<file path="src/rtl/mem_port_arbiter_pkg.sv">
// mem_arb_pkg: FSM encoding and port indices shared by the memory port arbiter.
package mem_arb_pkg;
    typedef enum logic [1:0] {
        ST_IDLE  = 2'd0,
        ST_LOCK0 = 2'd1,
        ST_LOCK1 = 2'd2
    } arb_state_e;
    localparam logic PORT_CPU = 1'b0;
    localparam logic PORT_DMA = 1'b1;
endpackage

</file>
<file path="src/rtl/mem_port_arbiter_if.sv">
// mem_port_arbiter_if: requester handshake plus memory macro signals around the arbiter.
interface mem_port_arbiter_if #(
    parameter int ADDR_WIDTH = 8,
    parameter int DATA_WIDTH = 8
);
    logic [1:0]              req;
    logic [1:0]              lock;
    logic [1:0]              we;
    logic [2*ADDR_WIDTH-1:0] addr;
    logic [2*DATA_WIDTH-1:0] wdata;
    logic [1:0]              gnt;
    logic [1:0]              rvalid;
    logic [DATA_WIDTH-1:0]   rdata;
    logic [ADDR_WIDTH-1:0]   mem_addr;
    logic [DATA_WIDTH-1:0]   mem_wdata;
    logic                    mem_write;
    logic [DATA_WIDTH-1:0]   mem_rdata;
    modport slave (
        input  req, lock, we, addr, wdata, mem_rdata,
        output gnt, rvalid, rdata, mem_addr, mem_wdata, mem_write
    );
    modport master (
        output req, lock, we, addr, wdata, mem_rdata,
        input  gnt, rvalid, rdata, mem_addr, mem_wdata, mem_write
    );
endinterface

</file>
<file path="src/rtl/mem_port_arbiter_cnt.sv">
// mem_port_arbiter_cnt: generic register with synchronous load and increment.
module mem_port_arbiter_cnt #(
    parameter int WIDTH = 4
) (
    input  logic             clk,
    input  logic             async_reset,
    input  logic             load,
    input  logic             inc,
    input  logic [WIDTH-1:0] load_val,
    output logic [WIDTH-1:0] q
);
    always_ff @(posedge clk or posedge async_reset) begin
        if (async_reset) q <= '0;
        else if (load) q <= load_val;
        else if (inc) q <= q + WIDTH'(1);
    end
endmodule

</file>
<file path="src/rtl/mem_port_arbiter.sv">
// mem_port_arbiter: round-robin sharing of one synchronous memory between two ports,
// with an optional bounded bus lock for multi-beat sequences.
module mem_port_arbiter
    import mem_arb_pkg::*;
#(
    parameter int ADDR_WIDTH = 8,
    parameter int DATA_WIDTH = 8,
    parameter int LOCK_MAX   = 16
) (
    input logic               clk,
    input logic               async_reset,
    mem_port_arbiter_if.slave bus
);
    localparam int CW = $clog2(LOCK_MAX + 1);
    arb_state_e    state, state_nx;
    logic          rr_last, rd_pend, rd_port;
    logic [1:0]    gnt;
    logic [CW-1:0] lock_cnt, cnt_val;
    logic          cnt_load, cnt_inc;
    logic          locked, own, at_max, g;

    mem_port_arbiter_cnt #(.WIDTH(CW)) u_lock_cnt (
        .clk         (clk),
        .async_reset (async_reset),
        .load        (cnt_load),
        .inc         (cnt_inc),
        .load_val    (cnt_val),
        .q           (lock_cnt)
    );

    always_ff @(posedge clk or posedge async_reset) begin
        if (async_reset) begin
            state   <= ST_IDLE;
            rr_last <= 1'b1;
            rd_pend <= 1'b0;
            rd_port <= 1'b0;
        end else begin
            state   <= state_nx;
            if (gnt != 2'b00) rr_last <= g;
            rd_pend <= |(gnt & ~bus.we);
            rd_port <= g;
        end
    end

    // Falling out of a lock drops straight into the idle rules in the same cycle.
    always_comb begin
        locked = state != ST_IDLE;
        own    = state == ST_LOCK1;
        at_max = lock_cnt == CW'(LOCK_MAX);
        gnt    = 2'b00;
        if (async_reset) gnt = 2'b00;
        else if (locked && at_max && bus.req[!own]) gnt[!own] = 1'b1;
        else if (locked && bus.req[own]) gnt[own] = 1'b1;
        else gnt = (bus.req == 2'b11) ? (rr_last ? 2'b01 : 2'b10) : bus.req;
        g        = gnt[PORT_DMA];
        state_nx = ST_IDLE;
        cnt_load = 1'b1;
        cnt_val  = '0;
        cnt_inc  = 1'b0;
        if (gnt != 2'b00 && bus.lock[g]) begin
            if (locked && g == own) begin
                state_nx = state;
                cnt_load = 1'b0;
                cnt_inc  = !at_max;
            end else begin
                state_nx = g ? ST_LOCK1 : ST_LOCK0;
                cnt_val  = CW'(1);
            end
        end
    end

    always_comb begin
        bus.gnt       = gnt;
        bus.mem_addr  = gnt[PORT_CPU] ? bus.addr[0 +: ADDR_WIDTH]
                      : gnt[PORT_DMA] ? bus.addr[ADDR_WIDTH +: ADDR_WIDTH] : '0;
        bus.mem_wdata = gnt[PORT_CPU] ? bus.wdata[0 +: DATA_WIDTH]
                      : gnt[PORT_DMA] ? bus.wdata[DATA_WIDTH +: DATA_WIDTH] : '0;
        bus.mem_write = |(gnt & bus.we);
        bus.rvalid    = rd_pend ? (rd_port ? 2'b10 : 2'b01) : 2'b00;
        bus.rdata     = rd_pend ? bus.mem_rdata : '0;
    end
endmodule
</file>
<file path="src/flat_wrapper.sv">
// flat-port wrapper written by rule: the top's interface ports become plain ports
module mem_port_arbiter_flat import mem_arb_pkg::*;
#(
    parameter int ADDR_WIDTH = 8,
    parameter int DATA_WIDTH = 8,
    parameter int LOCK_MAX   = 16
)
  (clk, async_reset, bus_req, bus_lock, bus_we, bus_addr, bus_wdata, bus_mem_rdata, bus_gnt, bus_rvalid, bus_rdata, bus_mem_addr, bus_mem_wdata, bus_mem_write);
  mem_port_arbiter_if #(.ADDR_WIDTH(ADDR_WIDTH), .DATA_WIDTH(DATA_WIDTH)) bus_i ();
  input logic clk;
  input logic async_reset;
  input wire logic [$bits(bus_i.req)-1:0] bus_req;
  input wire logic [$bits(bus_i.lock)-1:0] bus_lock;
  input wire logic [$bits(bus_i.we)-1:0] bus_we;
  input wire logic [$bits(bus_i.addr)-1:0] bus_addr;
  input wire logic [$bits(bus_i.wdata)-1:0] bus_wdata;
  input wire logic [$bits(bus_i.mem_rdata)-1:0] bus_mem_rdata;
  output wire logic [$bits(bus_i.gnt)-1:0] bus_gnt;
  output wire logic [$bits(bus_i.rvalid)-1:0] bus_rvalid;
  output wire logic [$bits(bus_i.rdata)-1:0] bus_rdata;
  output wire logic [$bits(bus_i.mem_addr)-1:0] bus_mem_addr;
  output wire logic [$bits(bus_i.mem_wdata)-1:0] bus_mem_wdata;
  output wire logic [$bits(bus_i.mem_write)-1:0] bus_mem_write;
  assign bus_i.req = bus_req;
  assign bus_i.lock = bus_lock;
  assign bus_i.we = bus_we;
  assign bus_i.addr = bus_addr;
  assign bus_i.wdata = bus_wdata;
  assign bus_i.mem_rdata = bus_mem_rdata;
  assign bus_gnt = bus_i.gnt;
  assign bus_rvalid = bus_i.rvalid;
  assign bus_rdata = bus_i.rdata;
  assign bus_mem_addr = bus_i.mem_addr;
  assign bus_mem_wdata = bus_i.mem_wdata;
  assign bus_mem_write = bus_i.mem_write;
  mem_port_arbiter #(.ADDR_WIDTH(ADDR_WIDTH), .DATA_WIDTH(DATA_WIDTH), .LOCK_MAX(LOCK_MAX)) u_core (.clk(clk), .async_reset(async_reset), .bus(bus_i));
endmodule
</file>
<file path="config.mk">
export PLATFORM = sky130hd
export DESIGN_NAME = mem_port_arbiter_flat
export DESIGN_NICKNAME = d
export VERILOG_FILES = /design/src/rtl/mem_port_arbiter_pkg.sv /design/src/rtl/mem_port_arbiter_if.sv /design/src/rtl/mem_port_arbiter_cnt.sv /design/src/rtl/mem_port_arbiter.sv /design/src/flat_wrapper.sv
export SDC_FILE = /design/constraint.sdc
export NUM_CORES = 1
export LEC_CHECK = 0
export BUFFER_PORTS_ARGS = -buffer_cell sky130_fd_sc_hd__buf_2
export CELL_PAD_IN_SITES_DETAIL_PLACEMENT = 1
export CELL_PAD_IN_SITES_GLOBAL_PLACEMENT = 1
export CORE_AREA = 2 2 71 53
export DETAILED_ROUTE_END_ITERATION = 6
export DIE_AREA = 0 0 73 55
export PLACE_DENSITY = 0.9
export SKIP_CTS_REPAIR_TIMING = 1
export SYNTH_ARGS = -nofsm -noshare
export SYNTH_HDL_FRONTEND = slang
export SYNTH_SLANG_ARGS = --single-unit
</file>
<file path="constraint.sdc">
create_clock -name clk -period 3.67 [get_ports clk]
set_input_delay 0.734 -clock clk [delete_from_list [all_inputs] [get_ports clk]]
set_output_delay 0.734 -clock clk [all_outputs]
set_load 0.01 [all_outputs]
</file>
---- Yosys cells after proc, flatten, opt, wreduce, memory -nomap -nowiden ----
Index checks and enable logic that the tools add are counted.
word-level totals
  register bits ........................... 10
  input port bits ......................... 48
  output and inout port bits .............. 29
  logic and storage cells ................. 66
operators by class
  add/sub/neg operators ................... 1
  order comparisons ....................... 5
  equality and inequality tests ........... 5
  mux-type cells .......................... 33
  bitwise gates (word level) .............. 3
  reductions and logical operators ........ 14
operators with widths
  cell                                                      count
  2-to-1 mux 8 bit                                          5
  2-to-1 mux 2 bit                                          10
  2-to-1 mux 5 bit                                          3
  2-to-1 mux 1 bit                                          13
  logical AND 1 bit                                         7
  < comparator 1 x 2 -> 1 bit, second input constant        3
  nonzero test 2 bit                                        3
  adder 5 x 1 -> 5 bit, second input constant               1
  equality test 5 bit, second input constant                1
  AND 2 bit                                                 2
  equality test 2 bit, second input constant                2
  OR reduction 2 bit                                        2
  demux 1 bit (select 1 bit)                                2
  greater-or-equal comparator 1 bit, second input constant  2
  zero test 1 bit                                           2
  inequality test 2 bit, second input constant              1
  inverter 2 bit                                            1
  equality test 1 bit                                       1

---- Depth between registers and ports, before layout ----
Gate-level depths: netlist (run 1).
  depth in word-level cells ............... 14
  mapped depth ............................ 9
  gate-level depth less buffers ........... 7

---- By module ----
Synthesis (run 1) repeated with hierarchy kept, for this count alone.
second synthesis, totals
  cell total of the unflattened synthesis .. 97
  area total of the unflattened synthesis .. 863.3 um2
modules (own cells, without submodules)
  module                times used  cells an instance  area an instance (um2)  seq. area each (um2)
  mem_port_arbiter      1           71                 613.1                   126.4
  mem_port_arbiter_cnt  1           26                 250.2                   125.1

---- Least setup slack after synthesis (run 1) ----
Ideal clock, no wire load.
  path type ............................... register to output
  start point ............................. register u_core.u_lock_cnt.q[0]
  end point ............................... output port bus_mem_addr[0]
  arrival time ............................ 1868 ps
  data required time ...................... 2936 ps
  setup slack ............................. 1068 ps
  stages on the path, launching flop included .. 10
  path buffers ............................ 2
  cells stage by stage .................... dfrtp_1 -> inv_1 -> ha_1 -> nor4bb_2 -> buf_6 -> a2111o_1 -> nand2_2 -> inv_2 -> buf_6 -> a22o_1
between the ends
  elaborated cells between the ends (all ways) .. 7
  classes of those cells .................. 1 x eq/ne; 4 x mux; 2 x reduce/logical
RTL lines
  item                            RTL line                    text
  from (decl)                     mem_port_arbiter_cnt.sv:10  output logic [WIDTH-1:0] q
  from (signal assigned)          mem_port_arbiter_cnt.sv:14  else if (load) q <= load_val;
  from (signal assigned)          mem_port_arbiter_cnt.sv:15  else if (inc) q <= q + WIDTH'(1);
  equality test 5 bit             mem_port_arbiter.sv:49      at_max = lock_cnt == CW'(LOCK_MAX);
  logical AND 1 bit (2 in a row)  mem_port_arbiter.sv:52      else if (locked && at_max && bus.req[!own]) gnt[!own] = 1'b1;
  2-to-1 mux 2 bit                mem_port_arbiter.sv:52
  2-to-1 mux 2 bit                mem_port_arbiter.sv:51      if (async_reset) gnt = 2'b00;
  named net bus_gnt[0]            flat_wrapper.sv:18          output wire logic [$bits(bus_i.gnt)-1:0] bus_gnt;
  2-to-1 mux 8 bit                mem_port_arbiter.sv:74      bus.mem_addr = gnt[PORT_CPU] ? bus.addr[0 +: ADDR_WIDTH]
  to (decl)                       flat_wrapper.sv:21          output wire logic [$bits(bus_i.mem_addr)-1:0] bus_mem_addr;
The timed path passes the listed nets, and every way through them passes these cells.

---- Worst setup path after layout (run 1) ----
  start point ............................. register u_core.u_lock_cnt.q[0]
  end point ............................... output port bus_mem_wdata[3]
between the ends
  longest elaborated chain between the ends .. 7
RTL lines
  item                              RTL line                text
  equality test 5 bit *             mem_port_arbiter.sv:49
  logical AND 1 bit * (2 in a row)  mem_port_arbiter.sv:52
  2-to-1 mux 2 bit *                mem_port_arbiter.sv:52
  2-to-1 mux 2 bit *                mem_port_arbiter.sv:51
  2-to-1 mux 8 bit                  mem_port_arbiter.sv:77  : gnt[PORT_DMA] ? bus.wdata[DATA_WIDTH +: DATA_WIDTH] : '0;
  2-to-1 mux 8 bit *                mem_port_arbiter.sv:76  bus.mem_wdata = gnt[PORT_CPU] ? bus.wdata[0 +: DATA_WIDTH]
  to (decl)                         flat_wrapper.sv:22      output wire logic [$bits(bus_i.mem_wdata)-1:0] bus_mem_wdata;
Every way passes the cells marked *; elsewhere a longest branch is shown, timed or not.

==> run metrics, run 1 <==
FF+latch count, synth 10; vias in the first global route 856; crit path from u_core.u_lock_cnt.q[0]; first-pass GRT wire length just under 4000 um; VDD IR max between 0.00015 and 0.0002 V; Pre-Repair DR Iteration Count 4; Tcrit/Tclk final a little over four fifths; chip width 73 um; Die Span Y 55 um; Crit Reg-Reg Startpoint u_core.u_lock_cnt.q[0]; Area after DPL 1200 um^2; Async S/R FF share, synth 100%; # IOs 77; DR vias/cell roughly 4.7; Reg clk slew, reported paths 0.05 ns; CP arrival 2.33 ns; largest net degree at the start of global routing 21; GR Util met3 5.07%; Core Util, Final 37.1%; CP max FO 20; Leak Pwr 0.701 nW; global routing's busiest layer met2; Mean Syn Cell Area 9.66 um^2; min Tclk post-route 3.06 ns; Mapped Nets 132; gr ovfl total 0; CP startpoint kind register; synth warn 0; max_cap viols 0; fmax 327 MHz; critical path class register to output pin; Post-Route Skew 0.00632 ns; Slew Viols, Final 0; Hold WS between 0.4 and 0.5 ns; post-route setup slack 0.608 ns; Worst-Skew Late Latency 0.24 ns; GPL Wtd Cong approximately 0.77; Syn Inst Count 82; # setup viols final 0; met2 Resource Use GR between 20% and 30%; layout cell share with drive strength beyond 1 a little over half; area grow syn2layout 57.2%; routed length per placed instance 14.0 um; initial antenna violation count 0; status finished, final reports clean; Slew @ Worst Pin 0.578 ns; Vias 941; ranking of synthesized cells by area dfrtp_1 28%, a22o_1 19%, and2_1 7.1%, dfstp_2 3.3%, ha_1 3.2%; TritonCTS clock tree done; placed insts 196; top cells by count, synth 17 x a22o_1, 9 x and2_1, 9 x dfrtp_1; antenna cell count 0; number of synthesized flops with an enable pin 0; NumNets Final roughly 210; Sink Count 10; Synth top area share 28.4%; PwrDens 284 nW/um^2; Max-slew headroom 61.5%; min-delay worst type input pin to asynchronous set/reset pin; endpoints failing hold 0; fin area 1240 um^2; clock root cell clkbuf_8; RSZ-0062 raised after global routing no; dpl hpwl 2360 um; TNS Setup 0 ns; drt total wl between 2000 and 3000 um; # rows 18; Initial Util 23.6%; port buffer count 76; biggest area consumer among synthesized cells dfrtp_1; count of cell types in the netlist 29; top-count cell post-synth a22o_1; post-route DRC violation count 0; Seq/Total Area, Yosys 31.8%; die area 4020 um^2; Setup WS pre-CTS between 0.8 and 0.9 ns; Max H-tree Level 1; TritonCTS Buffers 3; Iter 0 DRT Violations 20; Crit path required time approximately 2.9 ns; Synth Flop Type dfrtp_1; Synth Cell Area 792 um^2; Layout Cells excl Fill 200; CP Capture Type output pin; DRT antenna net count 0; Tot GR Track Use 12.9%; Clock Path Buffers 2; met1 global-route usage around 16%; Core Area 3360 um^2; Tot Pwr 0.354 mW
worst max-delay path: stages (launching register included):
cell and delay [ns]:
dfrtp_1 0.40, inv_1 0.06, ha_1 0.19, nor4bb_2 0.16
buf_4 0.18, a211oi_1 0.31, o21ai_1 0.16, inv_2 0.28
a22o_1 0.20, buf_2 0.14
logic make-up after synthesis:
| logic type | synth area share [%] |
|---|---|
| compound gates | 35.9 |
| simple gates | 17.2 |
| buf+inv | 7.58 |
| flops | 31.8 |
| xor+xnor | 4.42 |
| fa+ha+maj | 3.16 |
per-layer routing:
layer  share of wire [%]  vias to the layer above
li1                    -                      467
met3                 5.4                        2
met2                  53                       23
met4                0.25                        0
met1                  42                      449
met5                   0                        -
power by group:
part / internal [mW] / leakage [nW] / switching, mW
combinational: 0.0565 / 0.545 / 0.0559
sequential: 0.118 / 0.133 / 0.00601
clock: 0.0759 / 0.0228 / 0.0419
sequential cells by signal (all words and copies together) (netlist names):
register,cells
u_core.rd_pend,1
u_core.state,2
u_core.rr_last,1
u_core.u_lock_cnt.q,5
u_core.rd_port,1
final cells by class:
type | instances | area, um^2
inverters | 8 | 30.0
multi-input cells | 61 | 480
fillers | 422 | 2110
flip-flops and latches | 10 | 251
repair buffers | 77 | 388
clock buffers | 4 | 45.0
well taps | 40 | 50.0
cells in the final DEF (no fill, tap or decap):
cell / Yosys / routed
buf_2: 0 / 76
a22o_1: 17 / 17
and2_1: 9 / 9
dfrtp_1: 9 / 9
inv_1: 6 / 6
nor2b_1: 4 / 4
nand3_1: 3 / 3
a211oi_1: 3 / 3
nand2_1: 3 / 3
clkbuf_8: 0 / 3
a21o_1: 2 / 2
xor2_1: 2 / 2
o21ai_0: 2 / 2
xnor2_1: 2 / 2
inv_2: 2 / 2
ha_1: 2 / 2
nor4bb_2: 1 / 1
a2111o_1: 1 / 1
a311oi_2: 1 / 1
o211ai_1: 1 / 1
a32oi_1: 1 / 1
o2bb2a_1: 1 / 1
nand2b_1: 1 / 1
a221oi_1: 1 / 1
nand2_2: 1 / 1
o21ai_1: 1 / 1
o22ai_1: 1 / 1
a2111oi_2: 1 / 1
clkbuf_1: 0 / 1
buf_4: 1 / 1
dfstp_2: 1 / 1
worst paths after layout:
kind                                          end  slack [ns]  depth (start not counted)
min in group clk                   u_core.rr_last        0.51                          1
max reg2reg                u_core.u_lock_cnt.q[2]        1.52                          7
min reg2reg                        u_core.rr_last        0.51                          1
max in group asynchronous          u_core.rr_last        2.86                          2
max                              bus_mem_wdata[3]        0.61                          9
min                               u_core.state[1]        0.49                          2
Note: power is estimated with default switching activity, not from simulation.
==> inputs of run 2 (changes only) <==
--- a/config.mk
+++ b/config.mk
@@ -5,13 +5,14 @@
 export SDC_FILE = /design/constraint.sdc
 export NUM_CORES = 1
 export LEC_CHECK = 0
+export ABC_AREA = 1
 export BUFFER_PORTS_ARGS = -buffer_cell sky130_fd_sc_hd__buf_2
 export CELL_PAD_IN_SITES_DETAIL_PLACEMENT = 1
 export CELL_PAD_IN_SITES_GLOBAL_PLACEMENT = 1
-export CORE_AREA = 2 2 71 53
+export CORE_AREA = 2 2 76 56
 export DETAILED_ROUTE_END_ITERATION = 6
-export DIE_AREA = 0 0 73 55
-export PLACE_DENSITY = 0.9
+export DIE_AREA = 0 0 78 58
+export PLACE_DENSITY = 0.89
 export SKIP_CTS_REPAIR_TIMING = 1
 export SYNTH_ARGS = -nofsm -noshare
 export SYNTH_HDL_FRONTEND = slang
==> constraint.sdc (replaced) <==
create_clock -name clk -period 3 [get_ports clk]
set_input_delay 0.6 -clock clk [delete_from_list [all_inputs] [get_ports clk]]
set_output_delay 0.6 -clock clk [all_outputs]
set_load 0.01 [all_outputs]
==> run metrics, run 2 <==
area grow syn2layout 48.6%; crit path from u_core.u_lock_cnt.q[0]; min Tclk post-route ~2.6 ns; first-pass GRT wire length 4690 um (+20%); Seq/Total Area, Yosys 26.1% (-5.6 points); top cells by count, synth 22 x inv_1, 18 x nand2_1, 17 x a22o_1; gr ovfl total 0 (unchanged); Post-Route Skew 0.00294 ns (-0.00339 ns); Most flops, register u_core.u_lock_cnt.q; Async S/R FF share, synth 100% (unchanged); worst reg2reg path depth 10 (+3); Vias 1066 (+13%); Fillers 490 (+16%); status finished, final reports clean; routed length per placed instance 12.2 um (-13%); RSZ-0062 raised after global routing no; post-route DRC violation count 0 (unchanged); Slew Viols, Final 0 (unchanged); # setup viols final 0 (unchanged); Sink Count 10 (unchanged); initial antenna violation count 0 (unchanged); antenna cell count 0 (unchanged); # rows 19 (+1); biggest area consumer among synthesized cells dfrtp_1; Syn Inst Count 115 (+40%); CP Capture Type output pin; Tot GR Track Use 13.3% (+0.32 points); PwrDens 347 nW/um^2 (+22%); top flop regs u_core.u_lock_cnt.q (5), u_core.state (2); CP max FO 20 (unchanged); Layout Cells excl Fill 245 (+23%); die area 4520 um^2 (+13%); Core Area 3800 um^2 (+13%); TritonCTS clock tree done; most frequent cells in the layout 76 x buf_2, 22 x inv_1, 18 x nand2_1; placed insts 241 (+23%); Crit path required time 2.40 ns (-0.54 ns); Leak Pwr 0.884 nW (+26%); drt total wl 3000 um (+7.0%); CP arrival 1.96 ns (-0.37 ns); CP startpoint kind register; Synth top area share 23.4% (-5.0 points); VDD IR max 0.000142 V (-23%); Mapped Nets 165 (+25%); DRT antenna net count 0 (unchanged); FF+latch count, synth 10 (unchanged); Die Span Y 58 um (+5.5%); GPL Wtd Cong 0.736 (-4.0%); max_cap viols 0 (unchanged); count of cell types in the netlist 27 (-6.9%); Clock Path Buffers 2 (unchanged); Max-slew headroom 76.0% (+14 points); chip width 78 um (+6.8%); dpl hpwl 2480 um (+5.2%); clock root cell clkbuf_8; Worst-Skew Late Latency 0.24 ns (about the same); commonest non-fill, non-tap cell in the layout buf_2; number of synthesized flops with an enable pin 0 (unchanged); fmax 390 MHz; synth warn 0 (unchanged); Slew @ Worst Pin 0.360 ns (-0.218 ns); largest net degree at the start of global routing 21 (unchanged); TritonCTS Buffers 3 (unchanged); port buffer count 76 (unchanged); Reg clk slew, reported paths 0.05 ns (about the same); max FFs per register 5 (unchanged); endpoints failing hold 0 (unchanged); DR vias/cell 4.35 (-7.5%); Synth Flop Type dfrtp_1; NumNets Final 244 (+16%); top-count cell post-synth inv_1; Crit Reg-Reg Startpoint u_core.u_lock_cnt.q[0]; Mean Syn Cell Area 8.37 um^2 (-13%); critical path class register to output pin; min-delay worst type input pin to asynchronous set/reset pin; layout cell share with drive strength beyond 1 57.0% (+2.6 points); Pre-Repair DR Iteration Count 4 (unchanged); Tcrit/Tclk final between 80% and 90%; vias in the first global route 1047 (+22%); ranking of synthesized cells by area dfrtp_1 23%, a22o_1 15%, inv_1 8.6%, nand2_1 7.0%, nand2_2 6.5%; # IOs 77 (unchanged); TNS Setup 0 ns (unchanged); Iter 0 DRT Violations 34 (+70%); Synth Cell Area 962 um^2 (+21%); Max H-tree Level 1 (unchanged); Initial Util 25.3% (+1.7 points)
run 2: layer usage:
metal | part of all wire, % | global-route usage (%) | routed length [um]
met5 | 0 | 0 | 0
met2 | 48 | 21.1 | 1430
met1 | 44 | 17.0 | 1320
met3 | 5.1 | 2.49 | 154
met4 | 3.2 | 8.02 | 97
run 2: layout make-up:
class,instances,area [um^2],share of cell area (%)
clock buffer,4,45.0,3.15
inverter,26,105,7.35
sequential,10,251,17.6
timing repair buffer,77,388,27.1
tap,52,65.1,4.55
multi-input combinational,76,576,40.2
run 2: worst max-delay path: stages, from the launching register on:
cell and delay, ns:
dfrtp_1 0.42, inv_1 0.08, ha_1 0.18, nand2_4 0.08, nor2_8 0.16, nand2_4 0.07
nand2_4 0.08, nand3_4 0.15, inv_6 0.19, a22o_1 0.19, buf_2 0.14
run 2: logic make-up after synthesis:
kind of cell | synth area share, %
AO/OA/AOI/OAI | 19.5
XOR/XNOR | 3.64
adder cells (fa/ha/maj) | 2.60
buffers and inverters | 14.0
flip-flops | 26.1
AND/OR/NAND/NOR | 34.1
run 2: worst paths after layout:
| kind | slack [ns] | end |
|---|---|---|
| worst max register to register | 1.29 | u_core.u_lock_cnt.q[2] |
| worst min-delay path | 0.32 | u_core.u_lock_cnt.q[2] |
| max in group asynchronous | 2.18 | u_core.rr_last |
| worst min register to register | 0.47 | u_core.rr_last |
| min in group clk | 0.47 | u_core.rr_last |
| worst max-delay path | 0.44 | bus_mem_addr[2] |
run 2: per-stage QoR:
| stage | utilization [%] | power [mW] | worst slack [ns] | hold WS [ns] | instance area, um^2 |
|---|---|---|---|---|---|
| floorplan | - | 0.277 | 0.819 | 0.442 | 962 |
| global route | 37.6 | 0.526 | 0.316 | 0.341 | 1430 |
| global placement | 36.4 | 0.347 | 0.690 | 0.454 | 1390 |
| finish | 37.6 | 0.497 | 0.438 | 0.317 | 1430 |
| detailed placement | 36.4 | 0.352 | 0.612 | 0.456 | 1390 |
| CTS | 37.6 | 0.501 | 0.416 | 0.327 | 1430 |
run 2: report_power, final:
part           internal [mW]  total [mW]  switching (mW)
sequential             0.146       0.156          0.0100
clock                 0.0932       0.148          0.0547
combinational         0.0845       0.193           0.108
total                  0.324       0.497           0.173
